[config.mk]
export PLATFORM = sky130hd
export DESIGN_NAME = gpio_pattern_gen_flat
export DESIGN_NICKNAME = d
export VERILOG_FILES = /design/src/rtl/gpio_pattern_gen_if.sv /design/src/rtl/gpio_pattern_gen.sv /design/src/flat_wrapper.sv
export SDC_FILE = /design/constraint.sdc
export NUM_CORES = 1
export LEC_CHECK = 0
export ABC_AREA = 1
export BUFFER_PORTS_ARGS = -buffer_cell sky130_fd_sc_hd__buf_2
export CAP_MARGIN = 25
export CELL_PAD_IN_SITES_DETAIL_PLACEMENT = 2
export CELL_PAD_IN_SITES_GLOBAL_PLACEMENT = 2
export CORE_MARGIN = 5
export CORE_UTILIZATION = 37
export DETAILED_ROUTE_END_ITERATION = 10
export GPL_TIMING_DRIVEN = 0
export PLACE_DENSITY_LB_ADDON = 0.1
export SYNTH_ARGS = -nofsm -noshare
export SYNTH_HDL_FRONTEND = slang
export SYNTH_SLANG_ARGS = --single-unit
[constraint.sdc]
create_clock -name clk -period 4.5 [get_ports clk]
set_clock_uncertainty 0.05 [all_clocks]
set_input_delay 0.45 -clock clk [delete_from_list [all_inputs] [get_ports clk]]
set_output_delay 0.45 -clock clk [all_outputs]
set_load 0.005 [all_outputs]
[src/rtl/gpio_pattern_gen_if.sv]
// Control and pattern-output bundle between the board top and gpio_pattern_gen.
// The slave side is the generator; the master side drives enable and mode.
interface gpio_pattern_gen_if #(
  parameter int NUM_PINS = 32
);
  logic                enable_i;
  logic [1:0]          mode_i;
  logic [NUM_PINS-1:0] gpio_o;
  logic [1:0]          mode_o;
  logic                frame_o;

  modport master (
    output enable_i,
    output mode_i,
    input  gpio_o,
    input  mode_o,
    input  frame_o
  );

  modport slave (
    input  enable_i,
    input  mode_i,
    output gpio_o,
    output mode_o,
    output frame_o
  );
endinterface

[src/rtl/gpio_pattern_gen.sv]
// GPIO test-pattern generator: walking one, per-pin serial ID, binary divider
// and checkerboard patterns, stepped by an internal prescaler tick.
module gpio_pattern_gen #(
  parameter int NUM_PINS = 32,
  parameter int TICK_DIV = 12000,
  parameter int GAP_BITS = 4,
  parameter int DIV_W    = 16
) (
  input  logic              clk,
  input  logic              rst_n,
  gpio_pattern_gen_if.slave bus
);

  localparam int IDW       = $clog2(NUM_PINS);
  localparam int FRAME_LEN = IDW + 2 + GAP_BITS;
  localparam int STEP_MAX  = (NUM_PINS > FRAME_LEN) ? NUM_PINS : FRAME_LEN;
  localparam int SW        = $clog2(STEP_MAX);
  localparam int PW        = $clog2(TICK_DIV);

  typedef enum logic [1:0] {
    MODE_WALK    = 2'd0,
    MODE_ID      = 2'd1,
    MODE_DIVIDE  = 2'd2,
    MODE_CHECKER = 2'd3
  } mode_e;

  logic [PW-1:0]       presc_r;
  logic [SW-1:0]       step_r;
  logic [DIV_W-1:0]    cnt_r;
  logic                phase_r;
  mode_e               mode_r;
  logic                wrap_r;
  logic [NUM_PINS-1:0] gpio_r;
  logic                frame_r;

  logic                tick_s;
  logic                boundary_s;
  mode_e               mode_req_s;
  logic [SW-1:0]       step_nxt_s;
  logic [DIV_W-1:0]    cnt_nxt_s;
  logic                phase_nxt_s;
  mode_e               mode_nxt_s;
  logic                wrap_nxt_s;
  logic [NUM_PINS-1:0] pattern_s;

  // Serial ID bit for one pin: start 0, index LSB first, then stop/idle 1s.
  function automatic logic id_bit(input int pin, input int step);
    logic bit_v;
    if (step == 0) begin
      bit_v = 1'b0;
    end else if (step <= IDW) begin
      bit_v = (((pin >> (step - 1)) % 2) == 1);
    end else begin
      bit_v = 1'b1;
    end
    return bit_v;
  endfunction

  assign tick_s     = (presc_r == PW'(TICK_DIV - 1));
  assign mode_req_s = mode_e'(bus.mode_i);

  // Next pattern state: a tick either applies a pending mode change at a
  // boundary (ID only switches at its last step) or advances the active mode.
  always_comb begin
    step_nxt_s  = step_r;
    cnt_nxt_s   = cnt_r;
    phase_nxt_s = phase_r;
    mode_nxt_s  = mode_r;
    wrap_nxt_s  = 1'b0;
    if (mode_r == MODE_ID) begin
      boundary_s = (step_r == SW'(FRAME_LEN - 1));
    end else begin
      boundary_s = 1'b1;
    end
    if (tick_s) begin
      if ((mode_req_s != mode_r) && boundary_s) begin
        mode_nxt_s  = mode_req_s;
        step_nxt_s  = '0;
        cnt_nxt_s   = '0;
        phase_nxt_s = 1'b0;
        wrap_nxt_s  = 1'b1;
      end else begin
        case (mode_r)
          MODE_WALK: begin
            if (step_r == SW'(NUM_PINS - 1)) begin
              step_nxt_s = '0;
              wrap_nxt_s = 1'b1;
            end else begin
              step_nxt_s = step_r + SW'(1);
            end
          end
          MODE_ID: begin
            if (step_r == SW'(FRAME_LEN - 1)) begin
              step_nxt_s = '0;
              wrap_nxt_s = 1'b1;
            end else begin
              step_nxt_s = step_r + SW'(1);
            end
          end
          MODE_DIVIDE: begin
            cnt_nxt_s  = cnt_r + DIV_W'(1);
            wrap_nxt_s = &cnt_r;
          end
          MODE_CHECKER: begin
            phase_nxt_s = ~phase_r;
            wrap_nxt_s  = phase_r;
          end
          default: begin
            step_nxt_s = '0;
          end
        endcase
      end
    end else begin
      wrap_nxt_s = 1'b0;
    end
  end

  // Pin pattern for the current state; registered below, so it lags by one cycle.
  always_comb begin
    pattern_s = '0;
    for (int i = 0; i < NUM_PINS; i++) begin
      case (mode_r)
        MODE_WALK:    pattern_s[i] = (int'(step_r) == i);
        MODE_ID:      pattern_s[i] = id_bit(i, int'(step_r));
        MODE_DIVIDE:  pattern_s[i] = (((int'(cnt_r) >> (i % DIV_W)) & 1) != 0);
        MODE_CHECKER: pattern_s[i] = phase_r ^ ((i % 2) == 1);
        default:      pattern_s[i] = 1'b0;
      endcase
    end
  end

  // State, prescaler and outputs; frame_r follows wrap_r so it lines up with step 0 on gpio.
  always_ff @(posedge clk or negedge rst_n) begin
    if (!rst_n) begin
      presc_r <= '0;
      step_r  <= '0;
      cnt_r   <= '0;
      phase_r <= 1'b0;
      mode_r  <= MODE_WALK;
      wrap_r  <= 1'b0;
      gpio_r  <= '0;
      frame_r <= 1'b0;
    end else if (!bus.enable_i) begin
      presc_r <= '0;
      step_r  <= '0;
      cnt_r   <= '0;
      phase_r <= 1'b0;
      mode_r  <= mode_req_s;
      wrap_r  <= 1'b0;
      gpio_r  <= '0;
      frame_r <= 1'b0;
    end else begin
      presc_r <= tick_s ? '0 : presc_r + PW'(1);
      step_r  <= step_nxt_s;
      cnt_r   <= cnt_nxt_s;
      phase_r <= phase_nxt_s;
      mode_r  <= mode_nxt_s;
      wrap_r  <= wrap_nxt_s;
      gpio_r  <= pattern_s;
      frame_r <= wrap_r;
    end
  end

  assign bus.gpio_o  = gpio_r;
  assign bus.mode_o  = mode_r;
  assign bus.frame_o = frame_r;

endmodule

[src/flat_wrapper.sv]
// flat-port wrapper written by rule: the top's interface ports become plain ports
module gpio_pattern_gen_flat 
#(
  parameter int NUM_PINS = 32,
  parameter int TICK_DIV = 12000,
  parameter int GAP_BITS = 4,
  parameter int DIV_W    = 16
)
  (clk, rst_n, bus_enable_i, bus_mode_i, bus_gpio_o, bus_mode_o, bus_frame_o);
  gpio_pattern_gen_if #(.NUM_PINS(NUM_PINS)) bus_i ();
  input  logic clk;
  input  logic rst_n;
  input wire logic [$bits(bus_i.enable_i)-1:0] bus_enable_i;
  input wire logic [$bits(bus_i.mode_i)-1:0] bus_mode_i;
  output wire logic [$bits(bus_i.gpio_o)-1:0] bus_gpio_o;
  output wire logic [$bits(bus_i.mode_o)-1:0] bus_mode_o;
  output wire logic [$bits(bus_i.frame_o)-1:0] bus_frame_o;
  assign bus_i.enable_i = bus_enable_i;
  assign bus_i.mode_i = bus_mode_i;
  assign bus_gpio_o = bus_i.gpio_o;
  assign bus_mode_o = bus_i.mode_o;
  assign bus_frame_o = bus_i.frame_o;
  gpio_pattern_gen #(.NUM_PINS(NUM_PINS), .TICK_DIV(TICK_DIV), .GAP_BITS(GAP_BITS), .DIV_W(DIV_W)) u_core (.clk(clk), .rst_n(rst_n), .bus(bus_i));
endmodule
==> impl_results.rst, run 1 <==
.. list-table::
   :header-rows: 1

   * - Metric
     - Value
   * - Fraction of final layout cells sized beyond drive strength 1
     - a little over an eighth
   * - Clock share of power
     - between 30% and 40%
   * - Netlist Area Pre-Place
     - between 4000 and 5000 um^2
   * - Data arrival time of the critical path
     - 3.15 ns
   * - Logic depth of the worst setup path including buffers
     - 13
   * - Post-CTS Resized
     - 0
   * - Final-report hold violation count
     - 0
   * - IO Count
     - 40
   * - Slew at the pin with the worst max-slew slack
     - 0.609 ns
   * - Switching Fraction
     - 40.7%
   * - Number of vias in the routed layout
     - 4580
   * - Number of cells in the design after placement
     - 820
   * - Average size of a mapped cell
     - 7.10 um^2
   * - Relative slew margins
     - 59.4%
   * - Power Density
     - approximately 470 nW/um^2
   * - Number of instances in the synthesized netlist
     - about 630
   * - Cell type of the slowest stage on the worst timing path
     - dfrtp_1
   * - Endpoint of the lowest-slack register-to-register path
     - u_core.bus.gpio_o[27]$_DFF_PN0_
   * - Minimum setup slack among reg-to-reg paths
     - 1.59 ns
   * - WL per Instance
     - 20.4 um
   * - Switching power summed over all nets
     - 0.00100 W
   * - R2r worst-path depth
     - 13
   * - Type of destination of the critical path
     - flop
   * - Number of nets with antenna violations after routing
     - 0
   * - Critical Path, Cell by Cell
     - buf_2 > inv_1 > buf_2 > ha_1 > xnor2_4 > inv_1 > nor2_1 > nand2_1 > nand2_4 > nand2_1 > nand3_1 > nand2_1 > inv_1
   * - Antenna Diode Count
     - 0
   * - Element type at the critical path start
     - flop
   * - Pint
     - approximately 0.0015 W
   * - Minimum period implied by the final worst setup slack
     - around 2.9 ns
   * - Initial Utilization
     - a little under two fifths
   * - Weighted congestion reported at the end of routability-driven placement
     - a little under 0.9
   * - Biggest fanout along the worst timing path
     - 12
   * - Antenna violations before repair
     - 0
   * - Area added between synthesis and finish
     - 15.5%
   * - Via count of the first global-routing pass
     - roughly 5100
   * - Maximum level of the CTS H-tree
     - 3
   * - Leakage
     - 2.57 nW
   * - Die Area
     - ~14000 um^2
   * - Area of the core region
     - roughly 12000 um^2
   * - Area leader, netlist
     - dfrtp_1
   * - Main area contributors after synthesis
     - dfrtp_1 (40%), nand2_1 (14%), inv_1 (6.4%), nand3_1 (6.3%), nor2_1 (5.2%)
   * - Max Cap Violations
     - 0
   * - Total Routing Usage GR
     - about 25%
   * - Portion of total power attributed to sequential cells
     - between 30% and 40%
   * - Final period util
     - between 60 and 70%
   * - Port Buf Inserts
     - 38
   * - Combinational Power Share
     - about two fifths
   * - CTS tree
     - yes
   * - FMAX
     - 344 MHz
   * - Tightest Hold Check Type
     - input pin to asynchronous set/reset pin
   * - Worst-case clock buffer depth
     - 2
   * - Proportion of netlist area held by the largest area contributor
     - 40.0%
   * - Num Clock Sinks
     - a little over 70
   * - Clock transition at the registers of the reported paths
     - about 0.060 ns
   * - Remaining Overflow, GRT
     - 0
   * - Net count, final
     - about 700
   * - Hold buffer count at CTS
     - 0
   * - Maximum resistive drop on vdd
     - about 0.18 mV
   * - HPWL reported at the end of detailed placement
     - 13.0 mm
   * - Iteration-0 DRC count of the detailed router
     - 230
   * - Worst r2r src
     - u_core.step_r[0]$_DFFE_PN0P_
   * - Number of enable-type register cells in the synthesized netlist
     - 0
   * - Site row count
     - 40
   * - Async set-reset flop share out of synthesis
     - 100%
   * - Horizontal die dimension
     - 120 um
   * - Fin. max-slew vios
     - 0
   * - Number of buffers added by the clock tree synthesis step
     - 9
   * - Register bit count reported by yosys
     - 72
   * - Unrepaired setup endpoints after global routing
     - false
   * - Crit path largest cell delay
     - about 0.37 ns
   * - Largest net degree at the start of global routing
     - 41
   * - Die H
     - 120 um
   * - Library cells used by synthesis
     - 35
   * - Number of setup buffers added after CTS
     - 0
   * - Wire length reported by the detailed router
     - 17.1 mm
   * - Number of failing setup endpoints in the final timing report
     - 0
   * - Top Family by Delay on Critical Path
     - simple AND/OR/NAND/NOR gates
   * - CP Data Required Time
     - ~4.7 ns
   * - Via-to-Cell Ratio
     - 5.48
   * - Worst path setup slack after routing
     - 1.59 ns
   * - Clock latency at the later pin of the worst-skew pair
     - roughly 0.35 ns
   * - Syn_nets
     - approximately 650
   * - Post-synth top flop
     - dfrtp_1
   * - Total iterations of the first detailed-routing run
     - 4
   * - Pre-CTS worst setup slack
     - ~1.7 ns
   * - Final Core Density
     - between 40% and 50%
   * - Wire length of the first global-routing pass
     - between 20 and 30 mm
   * - Non-Filler Instances
     - ~840
   * - Critical Setup Path Class
     - flop to flop
   * - Warnings, synthesis
     - 0
   * - Buf+Inv Stages, Crit Path
     - 5
   * - Run status
     - finished clean
   * - Clock root buffer
     - clkbuf_16
   * - TNS Setup
     - 0 ns
   * - Seq/Total Area, Yosys
     - around two fifths
   * - DRC errors left
     - 0
[power groups by stage]
| stage | clock network, W | registers [W] | logic [W] |
|---|---|---|---|
| CTS | 0.000754 | 0.000768 | 0.000950 |
| detailed placement | 0 | 0.000780 | 0.000940 |
| floorplan | 0 | 0.000782 | 0.000583 |
| finish | 0.000744 | 0.000766 | 0.000955 |
| global route | 0.000790 | 0.000776 | 0.00105 |
| global placement | 0 | 0.000773 | 0.000902 |
[cell families after synthesis]
| logic type | Yosys count | synth area share, % |
|---|---|---|
| AO/OA/AOI/OAI | 96 | 11.3 |
| XOR/XNOR | 9 | 2.17 |
| adder cells (fa/ha/maj) | 9 | 2.50 |
| buffers and inverters | 103 | 9.36 |
| flip-flops | 72 | 40.0 |
| AND/OR/NAND/NOR | 345 | 34.7 |
[layout by cell type (no fill, tap or decap), types with 4 or more instances in the layout]
cell,n
nand3_1,57
inv_2,7
nand2_4,4
dfrtp_1,72
inv_1,77
o21ai_0,46
nor2_1,62
nand2_1,165
nor3_1,15
a21oi_1,38
clkbuf_16,9
buf_2,44
xor2_1,7
nand4_1,19
ha_1,9
nor2_4,6
clkbuf_1,9
nand2_2,5
[state kept, by name (all words and copies together) (netlist names)]
signal,cells
u_core.bus.frame_o,1
u_core.bus.gpio_o,32
u_core.bus.mode_o,2
u_core.cnt_r,16
u_core.phase_r,1
u_core.presc_r,14
u_core.step_r,5
u_core.wrap_r,1
[cell type report]
cell class	instances	area [um^2]
Sequential cell	72	1800
Multi-Input combinational cell	459	2280
Clock buffer	13	260
Inverter	84	315
Tap cell	147	184
Clock inverter	3	40.0
Fill cell	1440	6760
Buffer	19	106
Timing Repair Buffer	39	213
[worst max path at each step]
stage,startpoint,end
3_5_place_dp,u_core.step_r[0]$_DFFE_PN0P_,u_core.bus.gpio_o[27]$_DFF_PN0_
3_3_place_gp,u_core.step_r[0]$_DFFE_PN0P_,u_core.bus.gpio_o[28]$_DFF_PN0_
2_1_floorplan,u_core.step_r[0]$_DFFE_PN0P_,u_core.bus.gpio_o[27]$_DFF_PN0_
6_report,u_core.step_r[0]$_DFFE_PN0P_,u_core.bus.gpio_o[27]$_DFF_PN0_
5_1_grt,u_core.step_r[0]$_DFFE_PN0P_,u_core.bus.gpio_o[27]$_DFF_PN0_
4_1_cts,u_core.step_r[0]$_DFFE_PN0P_,u_core.bus.gpio_o[27]$_DFF_PN0_
[synth_stat cells, drive strengths merged, types with 3 or more instances]
cell type,count
dfrtp,72
or2,3
nor2,69
nand3b,3
inv,84
buf,11
nand2,174
nand4,19
clkbuf,8
ha,9
xor2,7
nor3,15
a21oi,38
o21ai,50
nand3,59
[metal layers]
layer | GRT usage (%) | vias up | share of wire, %
li1 | - | 2154 | -
met1 | 31.9 | 2316 | 44
met2 | 42.9 | 83 | 50
met3 | 3.37 | 27 | 3.4
met4 | 8.85 | 0 | 2.6
met5 | 0 | - | 0
[stage by stage]
step	instance area, um^2	hold slack, ns	total power (W)
2_1_floorplan	4500	0.104	0.00137
3_3_place_gp	4880	0.389	0.00168
3_5_place_dp	4900	0.390	0.00172
4_1_cts	5200	0.0204	0.00247
5_1_grt	5200	0.0388	0.00262
6_report	5200	0.00205	0.00247
Note: power is estimated with default switching activity, not from simulation.
==> inputs of run 2 (changes only) <==
--- a/config.mk
+++ b/config.mk
@@ -11,7 +11,7 @@
 export CELL_PAD_IN_SITES_DETAIL_PLACEMENT = 2
 export CELL_PAD_IN_SITES_GLOBAL_PLACEMENT = 2
 export CORE_MARGIN = 5
-export CORE_UTILIZATION = 37
+export CORE_UTILIZATION = 31
 export DETAILED_ROUTE_END_ITERATION = 10
 export GPL_TIMING_DRIVEN = 0
 export PLACE_DENSITY_LB_ADDON = 0.1
==> constraint.sdc (replaced) <==
create_clock -name clk -period 2.55 [get_ports clk]
set_clock_uncertainty 0.05 [all_clocks]
set_input_delay 0.255 -clock clk [delete_from_list [all_inputs] [get_ports clk]]
set_output_delay 0.255 -clock clk [all_outputs]
set_load 0.005 [all_outputs]
==> impl_results.rst, run 2 (same netlist as run 1, synthesis figures left out) <==
.. list-table::
   :header-rows: 1

   * - Metric
     - Value
   * - Run status
     - finished clean
   * - Clock root buffer
     - clkbuf_16
   * - Critical Setup Path Class
     - flop to flop
   * - Tightest Hold Check Type
     - input pin to flop
   * - Gr busiest metal
     - met2
   * - Commonest cells after routing, fill and taps aside
     - nand2_1 (165), inv_1 (76), dfrtp_1 (72), nor2_1 (60), nand3_1 (57)
   * - Fraction of met1 tracks used by global routing
     - about 29%
   * - Final period util
     - 94.0%
   * - Clock share of power
     - 27.2%
   * - Hold Slack
     - around 0.15 ns
   * - Die H
     - 131 um
   * - Unrepaired setup endpoints after global routing
     - false
   * - Fin. max-slew vios
     - 0
   * - Maximum level of the CTS H-tree
     - 3
   * - CP Data Required Time
     - around 2.8 ns
   * - Via-to-Cell Ratio
     - 5.13
   * - CTS tree
     - yes
   * - Area used by multi-input combinational logic
     - 2330 um^2
   * - Slew at the pin with the worst max-slew slack
     - 0.709 ns
   * - Antenna violations before repair
     - 0
   * - Combinational Power Share
     - 42.4%
   * - Type of destination of the critical path
     - flop
   * - TNS Setup
     - 0 ns
   * - Fraction of met3 tracks used by global routing
     - under 10%
   * - Number of nets with antenna violations after routing
     - 0
   * - Max Cap Violations
     - 0
   * - DRC errors left
     - 0
   * - Area added between synthesis and finish
     - 19.1%
   * - Remaining Overflow, GRT
     - 0
   * - WL per Instance
     - 19.7 um
   * - Element type at the critical path start
     - flop
   * - Antenna Diode Count
     - 0
   * - Switching Fraction
     - between 40% and 50%
   * - Layout fillers
     - 1726
   * - HPWL reported at the end of detailed placement
     - approximately 13 mm
   * - Iteration-0 DRC count of the detailed router
     - 210
   * - Pint
     - between 0.002 and 0.003 W
   * - Total Routing Usage GR
     - about a fifth
   * - Die Area
     - around 17000 um^2
   * - Relative slew margins
     - 52.8%
   * - Register Area
     - between 1500 and 2000 um^2
   * - Maximum resistive drop on vdd
     - a little under 0.4 mV
   * - Area of the core region
     - approximately 14000 um^2
   * - Final-report hold violation count
     - 0
   * - Minimum period implied by the final worst setup slack
     - ~2.4 ns
   * - DP Area
     - roughly 4900 um^2
   * - Num Clock Sinks
     - 72
   * - Largest register FFs
     - 32
   * - Port Buf Inserts
     - 38
   * - GR Util met2
     - 33.8%
   * - Site row count
     - between 40 and 50
   * - Clock transition at the registers of the reported paths
     - ~0.060 ns
   * - Wire length reported by the detailed router
     - ~17 mm
   * - Largest net degree at the start of global routing
     - 40
   * - Biggest fanout along the worst timing path
     - 12
   * - Fraction of final layout cells sized beyond drive strength 1
     - between 10% and 20%
   * - Most common library cell in the layout ignoring fill and taps
     - nand2_1
   * - Data arrival time of the critical path
     - about 2.6 ns
   * - Non-Filler Instances
     - just under 900
   * - Number of buffers added by the clock tree synthesis step
     - 9
   * - Post-route cell area
     - between 5000 and 6000 um^2
   * - FMAX
     - around 420 MHz
   * - Number of failing setup endpoints in the final timing report
     - 0
   * - Leakage
     - approximately 2.6 nW
   * - Power Total
     - approximately 0.0045 W
   * - Via count of the first global-routing pass
     - about 4900
   * - Portion of total power attributed to sequential cells
     - a little under a third
   * - Initial Utilization
     - about a third
   * - Weighted congestion reported at the end of routability-driven placement
     - roughly 0.84
   * - Worst-case clock buffer depth
     - 2
   * - Net count, final
     - roughly 710
   * - Number of vias in the routed layout
     - around 4500
   * - IO Count
     - 40
   * - Clock latency at the later pin of the worst-skew pair
     - ~0.34 ns
   * - Wire length of the first global-routing pass
     - ~27 mm
   * - Switching power summed over all nets
     - 0.00183 W
   * - Number of cells in the design after placement
     - ~860
   * - Horizontal die dimension
     - ~130 um
   * - Power Density
     - 831 nW/um^2
   * - Total iterations of the first detailed-routing run
     - 4
-- run 2: cell types whose count changed in the layout (fill, tap and decap cells not counted), moves of 2 or more --
| cell | before | now |
|---|---|---|
| buf_4 | 1 | 11 |
| buf_2 | 44 | 42 |
| ha_4 | 0 | 3 |
| ha_1 | 9 | 6 |
| nor2_1 | 62 | 60 |
| clkinvlp_4 | 0 | 2 |
-- run 2: final cells by class --
class | count | area share [%]
clock buffers | 12 | 4.78
well taps | 184 | 4.29
clock inverters | 3 | 0.327
repair buffers | 49 | 5.41
flip-flops and latches | 72 | 33.6
multi-input cells | 459 | 43.5
inverters | 84 | 5.95
plain buffers | 19 | 2.15
-- run 2: path summary, 6_finish.rpt --
path                                               from                          endpoint  slack [ns]  depth (start not counted)
min in group asynchronous                         rst_n       u_core.presc_r[7]$_DFF_PN0_        0.37                          2
max in group asynchronous                         rst_n       u_core.cnt_r[1]$_DFFE_PN0P_        1.50                          3
max reg2reg                u_core.step_r[0]$_DFFE_PN0P_   u_core.bus.gpio_o[10]$_DFF_PN0_        0.15                         13
max                        u_core.step_r[0]$_DFFE_PN0P_   u_core.bus.gpio_o[10]$_DFF_PN0_        0.15                         13
min reg2reg                     u_core.wrap_r$_DFF_PN0_      u_core.bus.frame_o$_DFF_PN0_        0.41                          2
min                                       bus_mode_i[1]  u_core.bus.mode_o[1]$_DFFE_PN0P_        0.15                          3
-- run 2: layer usage --
metal  vias to the layer above  part of all wire, %
li1                       2159                    -
met3                        18                  3.7
met5                         -                    0
met2                        83                   47
met1                      2263                   47
met4                         0                  1.7
-- run 2: what timing repair did --
action	in CTS	in global routing
pin swaps	2	1
setup buffers	4	5
endpoints found under the hold margin	38	0
gates resized for setup	6	8
setup endpoints to repair	52	44
hold buffers	1	0
-- run 2: through the flow --
| step | util (%) | setup WS (ns) |
|---|---|---|
| after global placement | 34.3 | -0.243 |
| after CTS | 36.7 | 0.00282 |
| final | 37.3 | 0.153 |
| after detailed placement | 34.4 | -0.328 |
| after floorplan | - | 0.396 |
| after global routing | 37.3 | 0.00791 |
-- run 2: power groups by stage --
stage,Sequential [W],Combinational [W],Clock [W]
2_1_floorplan,0.00138,0.00103,0
3_3_place_gp,0.00136,0.00162,0
3_5_place_dp,0.00137,0.00167,0
4_1_cts,0.00135,0.00175,0.00125
5_1_grt,0.00137,0.00208,0.00129
6_report,0.00135,0.00189,0.00121
-- run 2: critical path, stage by stage, from the launching register on --
cell and delay (ns):
dfrtp_1 0.40, buf_4 0.20, inv_1 0.12, buf_6 0.19, ha_4 0.20, nand2_1 0.06
nand2_1 0.14, nand2_2 0.10, nor2_4 0.19, nand2_2 0.09, nor2_4 0.17, buf_4 0.14
nand2_1 0.04, a21oi_1 0.21
==> inputs of run 3 (changes only) <==
--- a/config.mk
+++ b/config.mk
@@ -14,6 +14,7 @@
 export CORE_UTILIZATION = 31
 export DETAILED_ROUTE_END_ITERATION = 10
 export GPL_TIMING_DRIVEN = 0
+export MAX_ROUTING_LAYER = met4
 export PLACE_DENSITY_LB_ADDON = 0.1
 export SYNTH_ARGS = -nofsm -noshare
 export SYNTH_HDL_FRONTEND = slang
==> impl_results.rst, run 3 (same netlist as run 1, synthesis figures left out) <==
.. list-table::
   :header-rows: 1

   * - Metric
     - Value
   * - Die Area
     - roughly 17000 um^2
   * - Type of destination of the critical path
     - flop
   * - Clock latency at the later pin of the worst-skew pair
     - around 0.35 ns
   * - Commonest cells after routing, fill and taps aside
     - nand2_1 (165), inv_1 (76), dfrtp_1 (72), nor2_1 (60), nand3_1 (57)
   * - Number of buffers added by the clock tree synthesis step
     - 9
   * - Gr busiest metal
     - met2
   * - Iteration-0 DRC count of the detailed router
     - between 200 and 300
   * - Non-Filler Instances
     - between 800 and 900
   * - Total Routing Usage GR
     - 21.7%
   * - Weighted congestion reported at the end of routability-driven placement
     - roughly 0.86
   * - HPWL reported at the end of detailed placement
     - 13.1 mm
   * - Area added between synthesis and finish
     - 19.1%
   * - IO Count
     - 40
   * - Num Clock Sinks
     - 72
   * - Tightest Hold Check Type
     - input pin to flop
   * - Number of nets with antenna violations after routing
     - 0
   * - Data arrival time of the critical path
     - 2.59 ns
   * - Area of the core region
     - 14400 um^2
   * - Unrepaired setup endpoints after global routing
     - false
   * - DRC errors left
     - 0
   * - Run status
     - finished clean
   * - Final-report hold violation count
     - 0
   * - Leakage
     - roughly 2.6 nW
   * - Die H
     - around 130 um
   * - Power Density
     - 832 nW/um^2
   * - Net count, final
     - 708
   * - Number of vias in the routed layout
     - approximately 4600
   * - Remaining Overflow, GRT
     - 0
   * - Largest register FFs
     - 32
   * - Relative slew margins
     - between 50% and 60%
   * - Port Buf Inserts
     - 38
   * - GR Util met2
     - approximately 34%
   * - TNS Setup
     - 0 ns
   * - FMAX
     - 418 MHz
   * - Critical Setup Path Class
     - flop to flop
   * - Maximum resistive drop on vdd
     - ~0.40 mV
   * - Largest net degree at the start of global routing
     - 40
   * - Initial Utilization
     - a little under a third
   * - Number of cells in the design after placement
     - approximately 860
   * - CP Data Required Time
     - 2.75 ns
   * - Minimum period implied by the final worst setup slack
     - about 2.4 ns
   * - Horizontal die dimension
     - roughly 130 um
   * - Fraction of met3 tracks used by global routing
     - between 2 and 3%
   * - Worst-case clock buffer depth
     - 2
   * - CTS tree
     - yes
   * - Fin. max-slew vios
     - 0
   * - Wire length of the first global-routing pass
     - ~27 mm
   * - Slew at the pin with the worst max-slew slack
     - roughly 0.72 ns
   * - Via count of the first global-routing pass
     - 4908
   * - Clock transition at the registers of the reported paths
     - around 0.060 ns
   * - Number of failing setup endpoints in the final timing report
     - 0
   * - Most common library cell in the layout ignoring fill and taps
     - nand2_1
   * - Clock root buffer
     - clkbuf_16
   * - Biggest fanout along the worst timing path
     - 12
   * - Site row count
     - between 40 and 50
   * - Fraction of final layout cells sized beyond drive strength 1
     - approximately 16%
   * - WL per Instance
     - between 15 and 20 um
   * - Via-to-Cell Ratio
     - slightly above 5
   * - Wire length reported by the detailed router
     - 17.4 mm
   * - Maximum level of the CTS H-tree
     - 3
   * - Element type at the critical path start
     - flop
   * - Antenna violations before repair
     - 0
   * - Fraction of met1 tracks used by global routing
     - slightly below 30%
   * - Antenna Diode Count
     - 0
   * - Final period util
     - between 90 and 100%
   * - Total iterations of the first detailed-routing run
     - 4
   * - Max Cap Violations
     - 0
-- run 3: where the power goes --
| group | internal (W) | switching (W) |
|---|---|---|
| clock | 0.000704 | 0.000509 |
| combinational | 0.000636 | 0.00126 |
| sequential | 0.00128 | 0.0000699 |
-- run 3: layout make-up --
type,count,area (um^2)
repair buffers,49,290
plain buffers,19,115
clock buffers,12,256
well taps,184,230
multi-input cells,459,2330
fillers,1726,9010
inverters,84,319
clock inverters,3,17.5
flip-flops and latches,72,1800
-- run 3: final timing paths --
path | from | end | slack, ns | depth (start not counted)
max | u_core.step_r[0]$_DFFE_PN0P_ | u_core.bus.gpio_o[10]$_DFF_PN0_ | 0.16 | 13
min | bus_mode_i[1] | u_core.bus.mode_o[1]$_DFFE_PN0P_ | 0.15 | 3
max reg2reg | u_core.step_r[0]$_DFFE_PN0P_ | u_core.bus.gpio_o[10]$_DFF_PN0_ | 0.16 | 13
min reg2reg | u_core.wrap_r$_DFF_PN0_ | u_core.bus.frame_o$_DFF_PN0_ | 0.41 | 2
max in group asynchronous | rst_n | u_core.step_r[3]$_DFFE_PN0P_ | 1.50 | 3
min in group asynchronous | rst_n | u_core.presc_r[7]$_DFF_PN0_ | 0.37 | 2
-- run 3: what timing repair did --
action	4_1_cts	5_1_grt
hold endpoints to repair	38	0
setup endpoints to repair	52	43
setup buffers	4	5
gates resized for setup	6	8
hold buffers	1	0
pin swaps	2	1
-- run 3: metal layers --
layer / part of all wire, % / wire length [um]
met4: 2.2 / 380
met3: 2.5 / 440
met5: 0 / 0
met2: 47 / 8120
met1: 49 / 8450
-- run 3: metrics by stage --
stage	instance area, um^2	worst slack (ns)	total power (W)	hold slack [ns]	util [%]
after floorplan	4500	0.396	0.00241	-0.0906	-
after global placement	4920	-0.243	0.00298	0.395	34.3
after detailed placement	4950	-0.328	0.00304	0.209	34.4
after CTS	5280	0.00282	0.00435	0.145	36.7
after global routing	5360	0.00789	0.00474	0.170	37.3
final	5360	0.158	0.00446	0.150	37.3
-- run 3: critical path, stage by stage, from the launching register on --
cell and delay [ns]:
dfrtp_1 0.40, buf_4 0.20, inv_1 0.12, buf_6 0.19
ha_4 0.20, nand2_1 0.06, nand2_1 0.14, nand2_2 0.09
nor2_4 0.20, nand2_2 0.09, nor2_4 0.17, buf_4 0.15
nand2_1 0.05, a21oi_1 0.20
